File: src/rtl/boot_pkg.sv
// Shared types and constants for the serial image loader: frame field order,
// protocol and receiver state encodings, and the checksum helper.
package boot_pkg;

  // Position of each field within a frame, in arrival order.
  localparam int FIELD_SYNC   = 0;
  localparam int FIELD_ADDR_L = 1;
  localparam int FIELD_ADDR_H = 2;
  localparam int FIELD_LEN_L  = 3;
  localparam int FIELD_LEN_H  = 4;
  localparam int FIELD_DATA   = 5;
  localparam int FIELD_CSUM   = 6;

  localparam logic [7:0] SYNC_BYTE_DEFAULT = 8'h55;

  // Protocol states are numbered after the field they are waiting for.
  typedef enum logic [2:0] {
    ST_SYNC   = 3'(FIELD_SYNC),
    ST_ADDR_L = 3'(FIELD_ADDR_L),
    ST_ADDR_H = 3'(FIELD_ADDR_H),
    ST_LEN_L  = 3'(FIELD_LEN_L),
    ST_LEN_H  = 3'(FIELD_LEN_H),
    ST_DATA   = 3'(FIELD_DATA),
    ST_CSUM   = 3'(FIELD_CSUM),
    ST_DONE   = 3'd7
  } boot_state_t;

  typedef enum logic [2:0] {
    RX_IDLE      = 3'd0,
    RX_START     = 3'd1,
    RX_DATA      = 3'd2,
    RX_STOP      = 3'd3,
    RX_WAIT_HIGH = 3'd4
  } rx_state_t;

  // Image checksum is the plain byte sum modulo 256.
  function automatic logic [7:0] csum_add(input logic [7:0] sum, input logic [7:0] b);
    return sum + b;
  endfunction

endpackage

File: src/rtl/uart_boot_loader_if.sv
// RAM write port driven by the loader while the CPU is held in reset.
interface uart_boot_loader_if;
  // mem_we is a single-cycle strobe qualifying mem_addr/mem_data; there is no
  // ready, the RAM accepts a write in every cycle mem_we is high.
  logic        mem_we;
  logic [15:0] mem_addr;
  logic [7:0]  mem_data;

  modport master (output mem_we, output mem_addr, output mem_data);
  modport slave  (input  mem_we, input  mem_addr, input  mem_data);
endinterface

File: src/rtl/uart_rx_byte.sv
// 8N1 serial byte receiver: 2-FF synchroniser, mid-bit sampling, start glitch
// rejection and stop bit check.
module uart_rx_byte
  import boot_pkg::*;
#(
  parameter int BIT_CNT = 347
) (
  input  logic       clk,
  input  logic       reset,
  input  logic       rx,
  output logic       byte_valid,
  output logic [7:0] rx_byte,
  output logic       frame_err,
  output rx_state_t  dbg_state
);

  localparam int CW = $clog2(BIT_CNT);
  localparam logic [CW-1:0] HALF_LAST = CW'(BIT_CNT / 2 - 1);
  localparam logic [CW-1:0] FULL_LAST = CW'(BIT_CNT - 1);

  logic          rx_meta;
  logic          rx_sync;
  rx_state_t     state;
  rx_state_t     state_d;
  logic [CW-1:0] cnt;
  logic [CW-1:0] cnt_d;
  logic [2:0]    bit_idx;
  logic [2:0]    bit_idx_d;
  logic [7:0]    shift;
  logic [7:0]    shift_d;
  logic          byte_valid_d;
  logic          frame_err_d;

  always_ff @(posedge clk) begin
    if (reset) begin
      rx_meta    <= 1'b1;
      rx_sync    <= 1'b1;
      state      <= RX_IDLE;
      cnt        <= '0;
      bit_idx    <= '0;
      shift      <= '0;
      byte_valid <= 1'b0;
      frame_err  <= 1'b0;
    end else begin
      rx_meta    <= rx;
      rx_sync    <= rx_meta;
      state      <= state_d;
      cnt        <= cnt_d;
      bit_idx    <= bit_idx_d;
      shift      <= shift_d;
      byte_valid <= byte_valid_d;
      frame_err  <= frame_err_d;
    end
  end

  always_comb begin
    state_d      = state;
    cnt_d        = cnt;
    bit_idx_d    = bit_idx;
    shift_d      = shift;
    byte_valid_d = 1'b0;
    frame_err_d  = 1'b0;
    case (state)
      // IDLE is only entered with the line high, so a low here is a falling edge.
      RX_IDLE: begin
        if (!rx_sync) begin
          state_d = RX_START;
          cnt_d   = '0;
        end
      end
      RX_START: begin
        if (cnt == HALF_LAST) begin
          cnt_d     = '0;
          bit_idx_d = '0;
          state_d   = rx_sync ? RX_IDLE : RX_DATA;
        end else begin
          cnt_d = cnt + 1'b1;
        end
      end
      RX_DATA: begin
        if (cnt == FULL_LAST) begin
          cnt_d     = '0;
          shift_d   = {rx_sync, shift[7:1]};
          bit_idx_d = bit_idx + 3'd1;
          if (bit_idx == 3'd7) state_d = RX_STOP;
        end else begin
          cnt_d = cnt + 1'b1;
        end
      end
      RX_STOP: begin
        if (cnt == FULL_LAST) begin
          cnt_d = '0;
          if (rx_sync) begin
            byte_valid_d = 1'b1;
            state_d      = RX_IDLE;
          end else begin
            frame_err_d = 1'b1;
            state_d     = RX_WAIT_HIGH;
          end
        end else begin
          cnt_d = cnt + 1'b1;
        end
      end
      RX_WAIT_HIGH: begin
        if (rx_sync) state_d = RX_IDLE;
      end
      default: state_d = RX_IDLE;
    endcase
  end

  assign rx_byte   = shift;
  assign dbg_state = state;

endmodule

File: src/rtl/uart_boot_loader.sv
// Serial image loader: holds the CPU in reset, writes a framed image into RAM
// and releases the CPU once the image checksum matches.
module uart_boot_loader
  import boot_pkg::*;
#(
  parameter int         CLK_FREQ    = 40000000,
  parameter int         BAUD        = 115200,
  parameter int         TIMEOUT_CYC = 4000000,
  parameter logic [7:0] SYNC_BYTE   = SYNC_BYTE_DEFAULT
) (
  input  logic                     clk,
  input  logic                     reset,
  input  logic                     rx,
  uart_boot_loader_if.master       mem,
  output logic                     cpu_hold,
  output logic                     busy,
  output logic                     done,
  output logic                     error,
  output boot_state_t              dbg_state,
  output rx_state_t                dbg_rx_state
);

  localparam int BIT_CNT = CLK_FREQ / BAUD;
  localparam int TW      = $clog2(TIMEOUT_CYC + 1);
  localparam logic [TW-1:0] TIMEOUT_LAST = TW'(TIMEOUT_CYC - 1);

  logic        byte_valid;
  logic [7:0]  rx_byte;
  logic        frame_err;

  boot_state_t state;
  boot_state_t state_d;
  logic [15:0] addr;
  logic [15:0] addr_d;
  logic [15:0] len;
  logic [15:0] len_d;
  logic [7:0]  sum;
  logic [7:0]  sum_d;
  logic        error_q;
  logic        error_d;
  logic [TW-1:0] timer;
  logic [TW-1:0] timer_d;
  logic        wr_we;
  logic        wr_we_d;
  logic [15:0] wr_addr;
  logic [15:0] wr_addr_d;
  logic [7:0]  wr_data;
  logic [7:0]  wr_data_d;
  logic        in_frame;
  logic        timeout;

  uart_rx_byte #(.BIT_CNT(BIT_CNT)) u_rx (
    .clk        (clk),
    .reset      (reset),
    .rx         (rx),
    .byte_valid (byte_valid),
    .rx_byte    (rx_byte),
    .frame_err  (frame_err),
    .dbg_state  (dbg_rx_state)
  );

  always_ff @(posedge clk) begin
    if (reset) begin
      state   <= ST_SYNC;
      addr    <= '0;
      len     <= '0;
      sum     <= '0;
      error_q <= 1'b0;
      timer   <= '0;
      wr_we   <= 1'b0;
      wr_addr <= '0;
      wr_data <= '0;
    end else begin
      state   <= state_d;
      addr    <= addr_d;
      len     <= len_d;
      sum     <= sum_d;
      error_q <= error_d;
      timer   <= timer_d;
      wr_we   <= wr_we_d;
      wr_addr <= wr_addr_d;
      wr_data <= wr_data_d;
    end
  end

  assign in_frame = (state != ST_SYNC) && (state != ST_DONE);
  assign timeout  = in_frame && !byte_valid && (timer == TIMEOUT_LAST);

  always_comb begin
    state_d   = state;
    addr_d    = addr;
    len_d     = len;
    sum_d     = sum;
    error_d   = error_q;
    wr_we_d   = 1'b0;
    wr_addr_d = wr_addr;
    wr_data_d = wr_data;
    // The idle timer only runs inside a frame and restarts on every byte.
    timer_d   = (!in_frame || byte_valid) ? '0 : timer + 1'b1;

    if (frame_err && state != ST_DONE) begin
      error_d = 1'b1;
      state_d = ST_SYNC;
    end else if (timeout) begin
      error_d = 1'b1;
      state_d = ST_SYNC;
    end else if (byte_valid) begin
      case (state)
        ST_SYNC: begin
          if (rx_byte == SYNC_BYTE) begin
            state_d = ST_ADDR_L;
            sum_d   = '0;
          end
        end
        ST_ADDR_L: begin
          addr_d  = {addr[15:8], rx_byte};
          state_d = ST_ADDR_H;
        end
        ST_ADDR_H: begin
          addr_d  = {rx_byte, addr[7:0]};
          state_d = ST_LEN_L;
        end
        ST_LEN_L: begin
          len_d   = {len[15:8], rx_byte};
          state_d = ST_LEN_H;
        end
        ST_LEN_H: begin
          len_d   = {rx_byte, len[7:0]};
          state_d = ({rx_byte, len[7:0]} == 16'd0) ? ST_CSUM : ST_DATA;
        end
        ST_DATA: begin
          wr_we_d   = 1'b1;
          wr_addr_d = addr;
          wr_data_d = rx_byte;
          sum_d     = csum_add(sum, rx_byte);
          addr_d    = addr + 16'd1;
          len_d     = len - 16'd1;
          if (len == 16'd1) state_d = ST_CSUM;
        end
        ST_CSUM: begin
          if (rx_byte == sum) begin
            state_d = ST_DONE;
          end else begin
            error_d = 1'b1;
            state_d = ST_SYNC;
          end
        end
        default: state_d = state;
      endcase
    end
  end

  assign mem.mem_we   = wr_we;
  assign mem.mem_addr = wr_addr;
  assign mem.mem_data = wr_data;
  assign cpu_hold     = (state != ST_DONE);
  assign done         = (state == ST_DONE);
  assign busy         = in_frame;
  assign error        = error_q;
  assign dbg_state    = state;

endmodule

File: src/flat_wrapper.sv
// flat-port wrapper written by rule: the top's interface ports become plain ports
module uart_boot_loader_flat import boot_pkg::*;
#(
  parameter int         CLK_FREQ    = 40000000,
  parameter int         BAUD        = 115200,
  parameter int         TIMEOUT_CYC = 4000000,
  parameter logic [7:0] SYNC_BYTE   = SYNC_BYTE_DEFAULT
)
  (clk, reset, rx, cpu_hold, busy, done, error, dbg_state, dbg_rx_state, mem_mem_we, mem_mem_addr, mem_mem_data);
  uart_boot_loader_if mem_i ();
  input  logic clk;
  input  logic reset;
  input  logic rx;
  output logic cpu_hold;
  output logic busy;
  output logic done;
  output logic error;
  output boot_state_t dbg_state;
  output rx_state_t dbg_rx_state;
  output wire logic [$bits(mem_i.mem_we)-1:0] mem_mem_we;
  output wire logic [$bits(mem_i.mem_addr)-1:0] mem_mem_addr;
  output wire logic [$bits(mem_i.mem_data)-1:0] mem_mem_data;
  assign mem_mem_we = mem_i.mem_we;
  assign mem_mem_addr = mem_i.mem_addr;
  assign mem_mem_data = mem_i.mem_data;
  uart_boot_loader #(.CLK_FREQ(CLK_FREQ), .BAUD(BAUD), .TIMEOUT_CYC(TIMEOUT_CYC), .SYNC_BYTE(SYNC_BYTE)) u_core (.clk(clk), .reset(reset), .rx(rx), .mem(mem_i), .cpu_hold(cpu_hold), .busy(busy), .done(done), .error(error), .dbg_state(dbg_state), .dbg_rx_state(dbg_rx_state));
endmodule
File: config.mk
export PLATFORM = sky130hd
export DESIGN_NAME = uart_boot_loader_flat
export DESIGN_NICKNAME = d
export VERILOG_FILES = /design/src/rtl/boot_pkg.sv /design/src/rtl/uart_boot_loader_if.sv /design/src/rtl/uart_rx_byte.sv /design/src/rtl/uart_boot_loader.sv /design/src/flat_wrapper.sv
export SDC_FILE = /design/constraint.sdc
export NUM_CORES = 1
export LEC_CHECK = 0
export ABC_AREA = 1
export CORE_UTILIZATION = 24
export DETAILED_ROUTE_END_ITERATION = 12
export MAX_ROUTING_LAYER = met4
export SETUP_SLACK_MARGIN = 0.4
export SYNTH_ARGS = -nofsm -noshare
export SYNTH_HDL_FRONTEND = slang
export SYNTH_SLANG_ARGS = --single-unit
File: constraint.sdc
create_clock -name clk -period 5 [get_ports clk]
set_input_delay 0.5 -clock clk [delete_from_list [all_inputs] [get_ports clk]]
set_output_delay 0.5 -clock clk [all_outputs]
set_load 0.05 [all_outputs]
Word-level counts from Yosys, hierarchy flattened
Cells that the tools add are included.

storage, ports and cells
  memory bits (read-only) = 0
  output and inout port bits = 35
  bits in registers = 118
  bits in latches = 0
  memories = 0
  RAM bits = 0

cells by class
  shifts and indexed selects = 0
  bitwise gates (word level) = 9
  mux-type cells = 33
  reductions and logical operators = 38
  div/mod/pow operators = 0
  $add $sub $neg = 6
  equal/unequal tests = 28
  multipliers = 0
  magnitude comparators = 0

operators with widths
  kind                                                number
  one-hot mux 16 bit (3 select lines)                 2
  two-way mux 3 bit                                   12
  two-way mux 9 bit                                   3
  one-hot mux 9 bit (3 select lines)                  1
  AND reduction 5 bit                                 5
  adder 22 x 1 -> 22 bit, second input constant       1
  == test 22 bit, second input constant               1
  one-hot mux 3 bit (7 select lines)                  1
  == test 3 bit, second input constant                6
  adder 16 x 1 -> 16 bit, second input constant       1
  == test 16 x 1 -> 1 bit, second input constant      1
  zero test 16 bit                                    1
  one-hot mux 8 bit (2 select lines)                  1
  subtractor 16 x 1 -> 16 bit, second input constant  1
  one-hot mux 3 bit (5 select lines)                  1
  == test 3 x 2 -> 1 bit, second input constant       4
  != test 2 bit, second input constant                6
  nonzero test 2 bit                                  6
  nonzero test 3 bit                                  4
  adder 9 x 1 -> 9 bit, second input constant         1
  == test 9 x 8 -> 1 bit, second input constant       1
  == test 9 bit, second input constant                1
  NOT 1 bit                                           9
  adder 8 bit                                         1
  23 further kinds                                    43

Logic depth before layout (Yosys ltp)
Gate-level depths: netlist of the first run.

  word-level depth = 6
  depth in mapped cells = 11

Cells and area by module
From an unflattened synthesis of the first run, not the netlist that was laid out.

second synthesis, totals
  cells, all modules = 953
  area, all modules = 6424.9 µm²

modules (own cells, without submodules)
  module            cells an instance  area each (µm²)  instances
  uart_boot_loader  771                5068.6           1
  uart_rx_byte      182                1356.3           1

Worst setup path before layout of the first run
No wires, ideal clock.

  kind = flip-flop to flip-flop
  start = register u_core.state[1], in the netlist u_core.dbg_state[1]
  end = register u_core.len[10]
  clock period less this slack = 2.069 ns
  stages on the path, launching flop included = 9
  required time = 4.868 ns
  arrival time = 1.937 ns
  slack = 2.931 ns
  path buffers = 1
  path through = dfxtp_1 > buf_2 > nand3_4 > a21boi_4 > nand2_1 > clkinv_1 > o21ai_0 > nand2_1 > a21oi_1

on the way
  longest elaborated chain between the ends = 6
  elaborated cells on any way between the ends = 15

RTL lines
  what                             line                    text
  start: declaration               uart_boot_loader.sv:31  boot_state_t state;
  start signal: assignment         uart_boot_loader.sv:74  state <= state_d;
  != test 3 bit *                  -
  named net cpu_hold               flat_wrapper.sv:14      output logic cpu_hold;
  logical AND 1 bit                uart_boot_loader.sv:86  assign in_frame = (state != ST_SYNC) && (state != ST_DONE);
  logical AND 1 bit (2 in a row)   uart_boot_loader.sv:87  assign timeout = in_frame && !byte_valid && (timer == TIMEOUT_LAST);
  NOT 1 bit (no line)              -
  AND reduction 5 bit (no line) *  -
  end signal: assignment           uart_boot_loader.sv:76  len <= len_d;
  end: declaration                 uart_boot_loader.sv:35  logic [15:0] len;

The timed path passes the listed nets; every way through them passes the cells marked *.
A chain may end at the register's enable or synchronous reset.

Worst setup path after layout of the first run
  start = register u_core.state[1], in the netlist u_core.dbg_state[1]
  end = output busy

on the way
  longest elaborated chain between the ends = 2
  elaborated cells on any way between the ends = 3

RTL lines
  what                                                 line                    text
  != test 3 bit or nonzero test 3 bit (tied branches)  uart_boot_loader.sv:86
  logical AND 1 bit *                                  uart_boot_loader.sv:86
  end: declaration                                     flat_wrapper.sv:15      output logic busy;

Every way passes the cells marked *; elsewhere a longest branch is shown, timed or not.

==> reports/results.tsv, run 1 <==
stage	metric	value	unit
yosys	synth_fp_nets	971	
cts	clock-sinks	118	
critical_path	worst-setup-path-type	flip-flop to output port	
timing	timing.fmax	360	MHz
critical_path	crit_path_end_kind	output port	
cells_and_area	finalInstanceArea	7630	µm²
cts	htree_num_levels	4	
power_and_ir_drop	total_power	2.61	mW
timing	final.setup_skew	10.1	ps
yosys	seq_area_frac_synth	37.5	%
cells_and_area	layout-drive-gt1-share	5.40	%
routing	post_drt_wl_per_cell	12.9	µm
yosys	syn_area	6300	µm²
worst_hold_path	min_path_type	flip-flop to flip-flop	
critical_path	cp.required	4500	ps
grt	grt_pass1_wl	28.6	mm
routing	antenna_left	0	
cells_and_area	final_cell_mix	nand2_1 (210), nor2_1 (122), inv_1 (121)	
cells_and_area	antenna_cells	0	
critical_path	max_stage_delay	820	ps
placement	place.gp.congestion	0.888	
timing	drv_slew	0	
yosys	avgSynthCellArea	6.62	µm²
timing	rsz0062_at_grt	false	
placement	place_inst	1298	
cts	cts_tree	built	
routing	dr.pass1.iters	5	
routing	viasPerCell	4.63	
flow_run	maxCapViolations	0	
timing	setup_violations	0	
power_and_ir_drop	ir_worst_vdd	222	µV
cells_and_area	final_cell_count_no_fill	1330	
cts	clk_pin_slew	50	ps
die	initial_utilization	24.7	%
placement	place_ws	2590	ps
routing	wl	17.1	mm
cells_and_area	area_growth_syn_to_layout	21.2	%
yosys	yosysWarnings	0	
yosys	ys_ff_latch	118	
timing	setup_tns	0	ps
critical_path	cp_common_cell	inv_1	
cts	cts_inserted_buffers	17	
cts	clockBufferDepth	2	
status	status	finished, final reports clean	
die	die_width	164	µm
die	coreArea	25500	µm²
placement	hpwl	12.1	mm
die	ios	38	
timing	hold_viol_final	0	
cts	clk_latency	430	ps
cts	hold_buffers	0	
critical_path	path_cells	inv_1 > nand2_1 > nor2_1 > inv_1 > nand2_1 > inv_1 > clkdlybuf4s50_1	
cts	postCtsSetupBuffers	0	
timing	setup_ws	2220	ps
timing	slew_headroom	46.6	%
critical_path	slowest_stage	clkdlybuf4s50_1	
placement	io_buffers	37	
power_and_ir_drop	leakagePower	3.03	nW
yosys	synth_cells	951	
yosys	synth_cell_types	38	
critical_path	cp-start-kind	flip-flop	
grt	track_usage	13.9	%
routing	vias	6163	
cts	postCtsResizedCells	0	
grt	antenna_found_initial	0	
routing	drc_errors	0	
cells_and_area	layout.nets	1007	
cells_and_area	layout_commonest_cell	nand2_1	
timing	period_share	55.5	%
die	die_h	164	µm
grt	grt_max_degree	53	
die	die-area	26900	µm²
power_and_ir_drop	powerDensity	342	nW/µm²
grt	grt_overflow	0	
cts	ctsRootBufferMaster	clkbuf_16	
timing	tightestPinTransition	799	ps
critical_path	cp.arrival	2280	ps
cells_and_area	fin_util	30.0	%
critical_path	crit_path_max_fanout	9	
routing	drtIter0Drc	410	
placement	placed_area	6990	µm²
timing	layout_min_cycle_time	2780	ps
die	rows	58	
grt	grt_pass1_vias	5744	
timing	holdWs	411	ps
[per-layer routing]
layer / up-vias / track usage (%) / share of wire (%)
met3: 32 / 3.13 / 4.6
li1: 3195 / - / -
met2: 147 / 21.6 / 46
met4: 0 / 7.03 / 3.0
met1: 2789 / 16.9 / 47
met5: - / - / 0
[cells in the mapped netlist, drive strengths merged]
cell / instances / area [µm²]
nand2: 213 / 807
inv: 126 / 473
nor2: 124 / 475
dfxtp: 118 / 2360
a21oi: 81 / 405
nand3: 81 / 418
o21ai: 71 / 363
nand4: 23 / 144
nor3: 17 / 90.1
ha: 16 / 200
buf: 12 / 67.6
clkbuf: 10 / 37.5
xor2: 10 / 87.6
a211oi: 9 / 67.6
a31oi: 7 / 43.8
o211ai: 7 / 52.6
or2: 4 / 25.0
xnor2: 4 / 35.0
o22ai: 3 / 18.8
a21o: 2 / 15.0
and3: 2 / 12.5
clkinv: 2 / 8.75
nand3b: 2 / 15.0
nor3b: 2 / 15.0
a21boi: 1 / 18.8
a22oi: 1 / 7.51
fa: 1 / 20.0
nor4: 1 / 6.26
or3: 1 / 6.26
[where the power goes]
group / internal (mW) / total [mW] / switching, mW
clock network: 0.846 / 1.34 / 0.490
registers: 0.964 / 0.993 / 0.0287
logic: 0.0820 / 0.278 / 0.196
total: 1.89 / 2.61 / 0.715
[logic make-up (layout without fill, tap and decap cells)]
| kind of cell | count (synthesis) | after routing | synth area share (%) |
|---|---|---|---|
| AOI/OAI and AO/OA | 182 | 182 | 15.8 |
| xor gates and xnor gates | 14 | 14 | 1.95 |
| adders and majority gates | 17 | 17 | 3.50 |
| buffers and inverters | 150 | 199 | 9.32 |
| DFF | 118 | 118 | 37.5 |
| and+or+nand+nor | 470 | 470 | 32.0 |
[worst max-delay path: cells and delay by family (launching register included)]
kind / cells / cell delay, ps
flip-flops: 1 / 550
buffers and inverters: 4 / 1090
AND/OR/NAND/NOR: 3 / 210
[final cells by class]
cell class                      instances  area, µm²
Multi-Input combinational cell        683       3350
Clock buffer                           17        425
Fill cell                            2756      17800
Timing Repair Buffer                   39        385
Inverter                              128        482
Clock inverter                         15        218
Sequential cell                       118       2360
Tap cell                              330        413
[flip-flops by register name, summed over array words and instances, names as in the netlist]
signal / cells
u_core.len: 16
u_core.u_rx.frame_err: 1
u_core.sum: 8
u_core.u_rx.dbg_state: 3
u_core.mem.mem_we: 1
u_core.u_rx.cnt: 9
u_core.u_rx.rx_meta: 1
u_core.u_rx.rx_sync: 1
u_core.dbg_state: 3
u_core.mem.mem_addr: 16
u_core.u_rx.rx_byte: 8
u_core.mem.mem_data: 8
u_core.addr: 16
u_core.u_rx.bit_idx: 3
u_core.timer: 22
u_core.u_rx.byte_valid: 1
u_core.error: 1
[worst paths after layout]
path	end	cells after the start	slack, ps	from
min	u_core.u_rx.rx_sync	1	410	u_core.u_rx.rx_meta
max	busy	7	2220	u_core.dbg_state[1]
min reg2reg	u_core.u_rx.rx_sync	1	410	u_core.u_rx.rx_meta
max reg2reg	u_core.mem.mem_addr[7]	7	2650	u_core.dbg_state[1]
(Power assumes the default switching activity.)
==> run 2, diff against run 1 <==
==> constraint.sdc (replaced) <==
create_clock -name clk -period 2.25 [get_ports clk]
set_input_delay 0.225 -clock clk [delete_from_list [all_inputs] [get_ports clk]]
set_output_delay 0.225 -clock clk [all_outputs]
set_load 0.05 [all_outputs]
==> reports/results.tsv, run 2 (same netlist as run 1, synthesis figures left out) <==
stage	metric	value	unit
cells_and_area	multi_input_area	3410	µm²
critical_path	rr_worst_depth	8	
timing	timing.fmax	559	MHz
timing	slew_headroom	62.5	%
cts	ctsRootBufferMaster	clkbuf_16	
cts	cts_tree	built	
routing	vias	6256	
die	die_h	164	µm
cells_and_area	area_growth_syn_to_layout	23.4	%
placement	io_buffers	37	
cells_and_area	final_cell_mix	nand2_1 (207), inv_1 (121), nor2_1 (113)	
critical_path	cp.required	2030	ps
die	ios	38	
grt	grt_max_degree	47	
cells_and_area	seq_area	2380	µm²
power_and_ir_drop	leakagePower	3.22	nW
critical_path	r2r-end	u_core.sum[6]	
placement	place.gp.congestion	0.877	
critical_path	crit_path_max_fanout	2	
cts	htree_num_levels	4	
critical_path	cp-start-kind	flip-flop	
critical_path	r2r_slack	540	ps
worst_hold_path	hold_depth	2	
grt	grt_pass1_vias	5771	
timing	hold_viol_final	0	
routing	wl	17.2	mm
cts	clockBufferDepth	2	
cts	clk_pin_slew	60	ps
critical_path	cp.arrival	1560	ps
grt	grt_pass1_wl	28.7	mm
placement	place_inst	1309	
die	initial_utilization	24.7	%
cells_and_area	top_register	u_core.timer	
worst_hold_path	worstHoldStart	rx	
cts	clock-sinks	118	
critical_path	worst-setup-path-type	flip-flop to output port	
die	coreArea	25500	µm²
die	die_width	164	µm
power_and_ir_drop	powerDensity	728	nW/µm²
timing	setup_tns	0	ps
routing	drtIter0Drc	390	
grt	grt_overflow	0	
worst_hold_path	min_path_type	primary input to flip-flop	
critical_path	slowest_stage	clkdlybuf4s50_1	
grt	track_usage	13.8	%
routing	dr.pass1.iters	5	
timing	final.setup_skew	12.1	ps
power_and_ir_drop	total_power	5.66	mW
cells_and_area	largest_reg_flops	22	
die	rows	58	
die	die-area	26900	µm²
critical_path	critPathTopFamily	buffers and inverters	
flow_run	maxCapViolations	0	
grt	antenna_found_initial	0	
routing	post_drt_wl_per_cell	12.8	µm
power_and_ir_drop	ir_worst_vdd	505	µV
cts	hold_buffers	0	
timing	layout_min_cycle_time	1790	ps
routing	viasPerCell	4.66	
cells_and_area	layout_commonest_cell	nand2_1	
critical_path	path_buf_inv	1	
cells_and_area	layout.nets	1019	
timing	tightestPinTransition	565	ps
routing	antenna_left	0	
critical_path	rr_startpoint	u_core.u_rx.rx_byte[1]	
status	status	finished, final reports clean	
cells_and_area	final_cell_count_no_fill	1342	
cells_and_area	antenna_cells	0	
cells_and_area	fill_cells	2715	
placement	hpwl	12.5	mm
cells_and_area	layout-drive-gt1-share	8.70	%
routing	drc_errors	0	
cts	cts_inserted_buffers	17	
timing	drv_slew	0	
cts	clk_latency	420	ps
worst_hold_path	min_to	u_core.u_rx.rx_meta	
timing	setup_violations	0	
critical_path	crit_path_end_kind	output port	
critical_path	max_stage_delay	810	ps
critical_path	path_cells	clkdlybuf4s50_1	
timing	period_share	79.5	%
timing	rsz0062_at_grt	false	
[run 2: changes by cell type in the layout (fill, tap and decap cells not counted), sizes merged]
| cell | before | now |
|---|---|---|
| clkdlybuf4s15 | 0 | 1 |
| clkinvlp | 1 | 3 |
| dlymetal6s2s | 0 | 5 |
| dlygate4sd2 | 0 | 8 |
| buf | 2 | 15 |
| bufinv | 4 | 2 |
| clkdlybuf4s50 | 37 | 22 |
| clkinv | 7 | 2 |
| inv | 131 | 136 |
[run 2: final cells by class]
| class | instances | area share, % |
|---|---|---|
| inverter | 128 | 6.32 |
| tap | 330 | 5.31 |
| timing repair buffer | 51 | 6.16 |
| clock buffer | 17 | 5.47 |
| multi-input combinational | 683 | 43.9 |
| clock inverter | 15 | 2.30 |
| sequential | 118 | 30.6 |
[run 2: worst max path at each step]
stage                           start                endpoint  slack, ps  cells past startpoint
5_1_grt               u_core.timer[0]     u_core.dbg_state[1]        400                      8
3_3_place_gp   u_core.u_rx.rx_byte[4]     u_core.dbg_state[2]        390                      8
3_5_place_dp      u_core.dbg_state[0]  u_core.mem.mem_data[4]        350                      8
2_1_floorplan     u_core.dbg_state[1]          u_core.len[10]        430                      8
4_1_cts           u_core.dbg_state[1]                    done        390                      3
6_report       u_core.mem.mem_addr[1]         mem_mem_addr[1]        460                      1
[run 2: timing repair]
item                       4_1_cts  5_1_grt
resized for setup               11       32
setup endpoints to repair       34       43
setup buffers                    0        1
pin swaps                        0        1
cloned                           0        0
[run 2: routing by layer]
metal  up-vias  GRT usage (%)  part of all wire [%]
met5         -              -                     0
met2       134           22.8                    48
met1      2886           17.1                    47
met4         0           3.75                   1.4
met3        19           2.55                   4.0
li1       3217              -                     -
[run 2: stage by stage]
step / setup slack [ps] / area, µm² / utilization [%] / hold slack, ps
3_5_place_dp: 347 / 7080 / 27.8 / 401
6_report: 460 / 7770 / 30.5 / 373
4_1_cts: 386 / 7670 / 30.1 / 366
3_3_place_gp: 392 / 7080 / 27.8 / 391
2_1_floorplan: 428 / 6310 / - / 305
5_1_grt: 400 / 7770 / 30.5 / 388
[run 2: power by group]
group | leakage (nW) | internal [mW] | switching, mW | total, mW
clock network | 0.292 | 1.68 | 1.13 | 2.81
logic | 1.97 | 0.187 | 0.457 | 0.644
registers | 0.956 | 2.14 | 0.0634 | 2.21
==> run 3, diff against run 2 <==
==> constraint.sdc (replaced) <==
create_clock -name clk -period 1.9 [get_ports clk]
set_input_delay 0.19 -clock clk [delete_from_list [all_inputs] [get_ports clk]]
set_output_delay 0.19 -clock clk [all_outputs]
set_load 0.05 [all_outputs]
==> reports/results.tsv, run 3 (same netlist as run 1, synthesis figures left out) <==
stage	metric	value	unit
power_and_ir_drop	leakagePower	3.52	nW
timing	rsz0062_at_grt	true	
critical_path	slowest_stage	dfxtp_4	
cells_and_area	finalInstanceArea	8850	µm²
grt	grt_pass1_wl	30.3	mm
worst_hold_path	worstHoldStart	rx	
timing	slew_headroom	66.9	%
die	coreArea	25500	µm²
placement	place.gp.congestion	0.909	
timing	hold_viol_final	0	
die	die_width	164	µm
critical_path	max_stage_delay	400	ps
cts	clockBufferDepth	2	
power_and_ir_drop	total_power	6.45	mW
routing	vias	6650	
routing	drc_errors	0	
timing	drv_slew	0	
critical_path	path_cells	nand3_4 > a21boi_4 > nand2_4 > clkinv_4 > nand3_2 > a21oi_1	
critical_path	cp-start-kind	flip-flop	
routing	wl	19.7	mm
critical_path	cp.required	2250	ps
power_and_ir_drop	pwr-share-comb	16.1	%
critical_path	crit_path_end	u_core.sum[6]	
cells_and_area	layout-drive-gt1-share	26.5	%
die	initial_utilization	24.7	%
critical_path	startpoint	u_core.dbg_state[2]	
critical_path	crit_path_end_kind	flip-flop	
routing	dr.pass1.iters	5	
grt	grt_pass1_vias	6142	
cells_and_area	largest_reg_flops	22	
grt	grt_overflow	0	
cells_and_area	layout.nets	1075	
cts	ctsRootBufferMaster	clkbuf_16	
placement	placed_area	7200	µm²
power_and_ir_drop	powerDensity	729	nW/µm²
critical_path	rr_worst_depth	6	
cells_and_area	layout_commonest_cell	nand2_1	
power_and_ir_drop	switchingPower	1.83	mW
cells_and_area	top_register	u_core.timer	
die	rows	58	
die	die_h	164	µm
cts	clk_latency	430	ps
cts	cts_tree	built	
placement	io_buffers	37	
timing	layout_min_cycle_time	1570	ps
routing	viasPerCell	4.77	
cts	clk_pin_slew	60	ps
critical_path	path_buf_inv	1	
grt	grt_max_degree	33	
cells_and_area	fin_util	34.7	%
critical_path	rr_startpoint	u_core.dbg_state[2]	
power_and_ir_drop	sequentialPowerShare	40.8	%
flow_run	maxCapViolations	0	
timing	period_share	82.7	%
routing	drtIter0Drc	410	
status	status	finished, final reports clean	
timing	setup_tns	0	ps
critical_path	crit_path_max_fanout	23	
critical_path	cp.arrival	1920	ps
cts	htree_num_levels	4	
power_and_ir_drop	ir_worst_vdd	652	µV
placement	hpwl	12.5	mm
cells_and_area	final_cell_mix	nand2_1 (190), inv_1 (102), nor2_1 (92)	
power_and_ir_drop	clkPwrFrac	43.2	%
cells_and_area	antenna_cells	0	
timing	final.setup_skew	7.76	ps
critical_path	cp.depth	6	
critical_path	critPathTopFamily	compound AO/OA/AOI/OAI gates	
critical_path	r2r-end	u_core.sum[6]	
power_and_ir_drop	swShare	28.4	%
power_and_ir_drop	p_int	4.61	mW
cts	clock-sinks	118	
routing	antenna_left	0	
critical_path	worst-setup-path-type	flip-flop to flip-flop	
grt	antenna_found_initial	0	
timing	tightestPinTransition	498	ps
routing	post_drt_wl_per_cell	14.2	µm
worst_hold_path	min_path_type	primary input to flip-flop	
cells_and_area	area_growth_syn_to_layout	40.5	%
timing	setup_violations	0	
die	die-area	26900	µm²
timing	timing.fmax	636	MHz
grt	track_usage	14.8	%
critical_path	r2r_slack	330	ps
cts	cts_inserted_buffers	17	
die	ios	38	
## run 3: area by class of cell
type                            count  area [µm²]
Clock buffer                       23         468
Clock inverter                      6        30.0
Multi-Input combinational cell    685        4010
Tap cell                          330         413
Sequential cell                   118        2420
Fill cell                        2631       16600
Timing Repair Buffer              100         930
Timing Repair inverter              5        38.8
Inverter                          128         538
## run 3: power groups by stage
stage                     Sequential [mW]  Combinational [mW]  Clock, mW
final                                2.63                1.04       2.78
after CTS                            2.63               0.849       2.84
after floorplan                      2.75               0.507          0
after global placement               2.68               0.769          0
after detailed placement             2.68               0.783          0
after global routing                 2.64                1.15       2.94
## run 3: how the worst min path moves through the flow
stage	endpoint	slack, ps	cells after the start
after floorplan	u_core.mem.mem_we	280	1
after global placement	u_core.u_rx.rx_sync	400	1
after detailed placement	u_core.u_rx.rx_sync	410	1
after CTS	u_core.u_rx.rx_meta	360	2
after global routing	u_core.u_rx.rx_meta	390	2
final	u_core.u_rx.rx_meta	350	2
## run 3: timing repair
action	4_1_cts	5_1_grt
gates cloned	4	5
setup endpoints to repair	116	90
hold buffers	0	0
pin swaps	8	42
setup buffers	11	32
gates resized for setup	114	166
## run 3: routing by layer
layer  up-vias  wire length [µm]  track usage, %
met5         -                 0               -
met4         0               421            7.20
met3        32               878            2.53
met2       162              9720            23.8
met1      3105              8720            17.9
li1       3351                 -               -
## run 3: stage by stage
step / hold slack [ps] / setup slack, ps / std cells
4_1_cts: 363 / 311 / 1358
6_report: 354 / 329 / 1395
2_1_floorplan: 275 / 221 / 951
3_5_place_dp: 408 / 171 / 1314
3_3_place_gp: 405 / 186 / 1314
5_1_grt: 387 / 264 / 1395
## run 3: worst register-to-register path, cell delays in order, from the launching register on
cell and delay [ps]:
dfxtp_4 400, nand3_4 140, a21boi_4 290, nand2_4 190
clkinv_4 220, nand3_2 100, a21oi_1 160
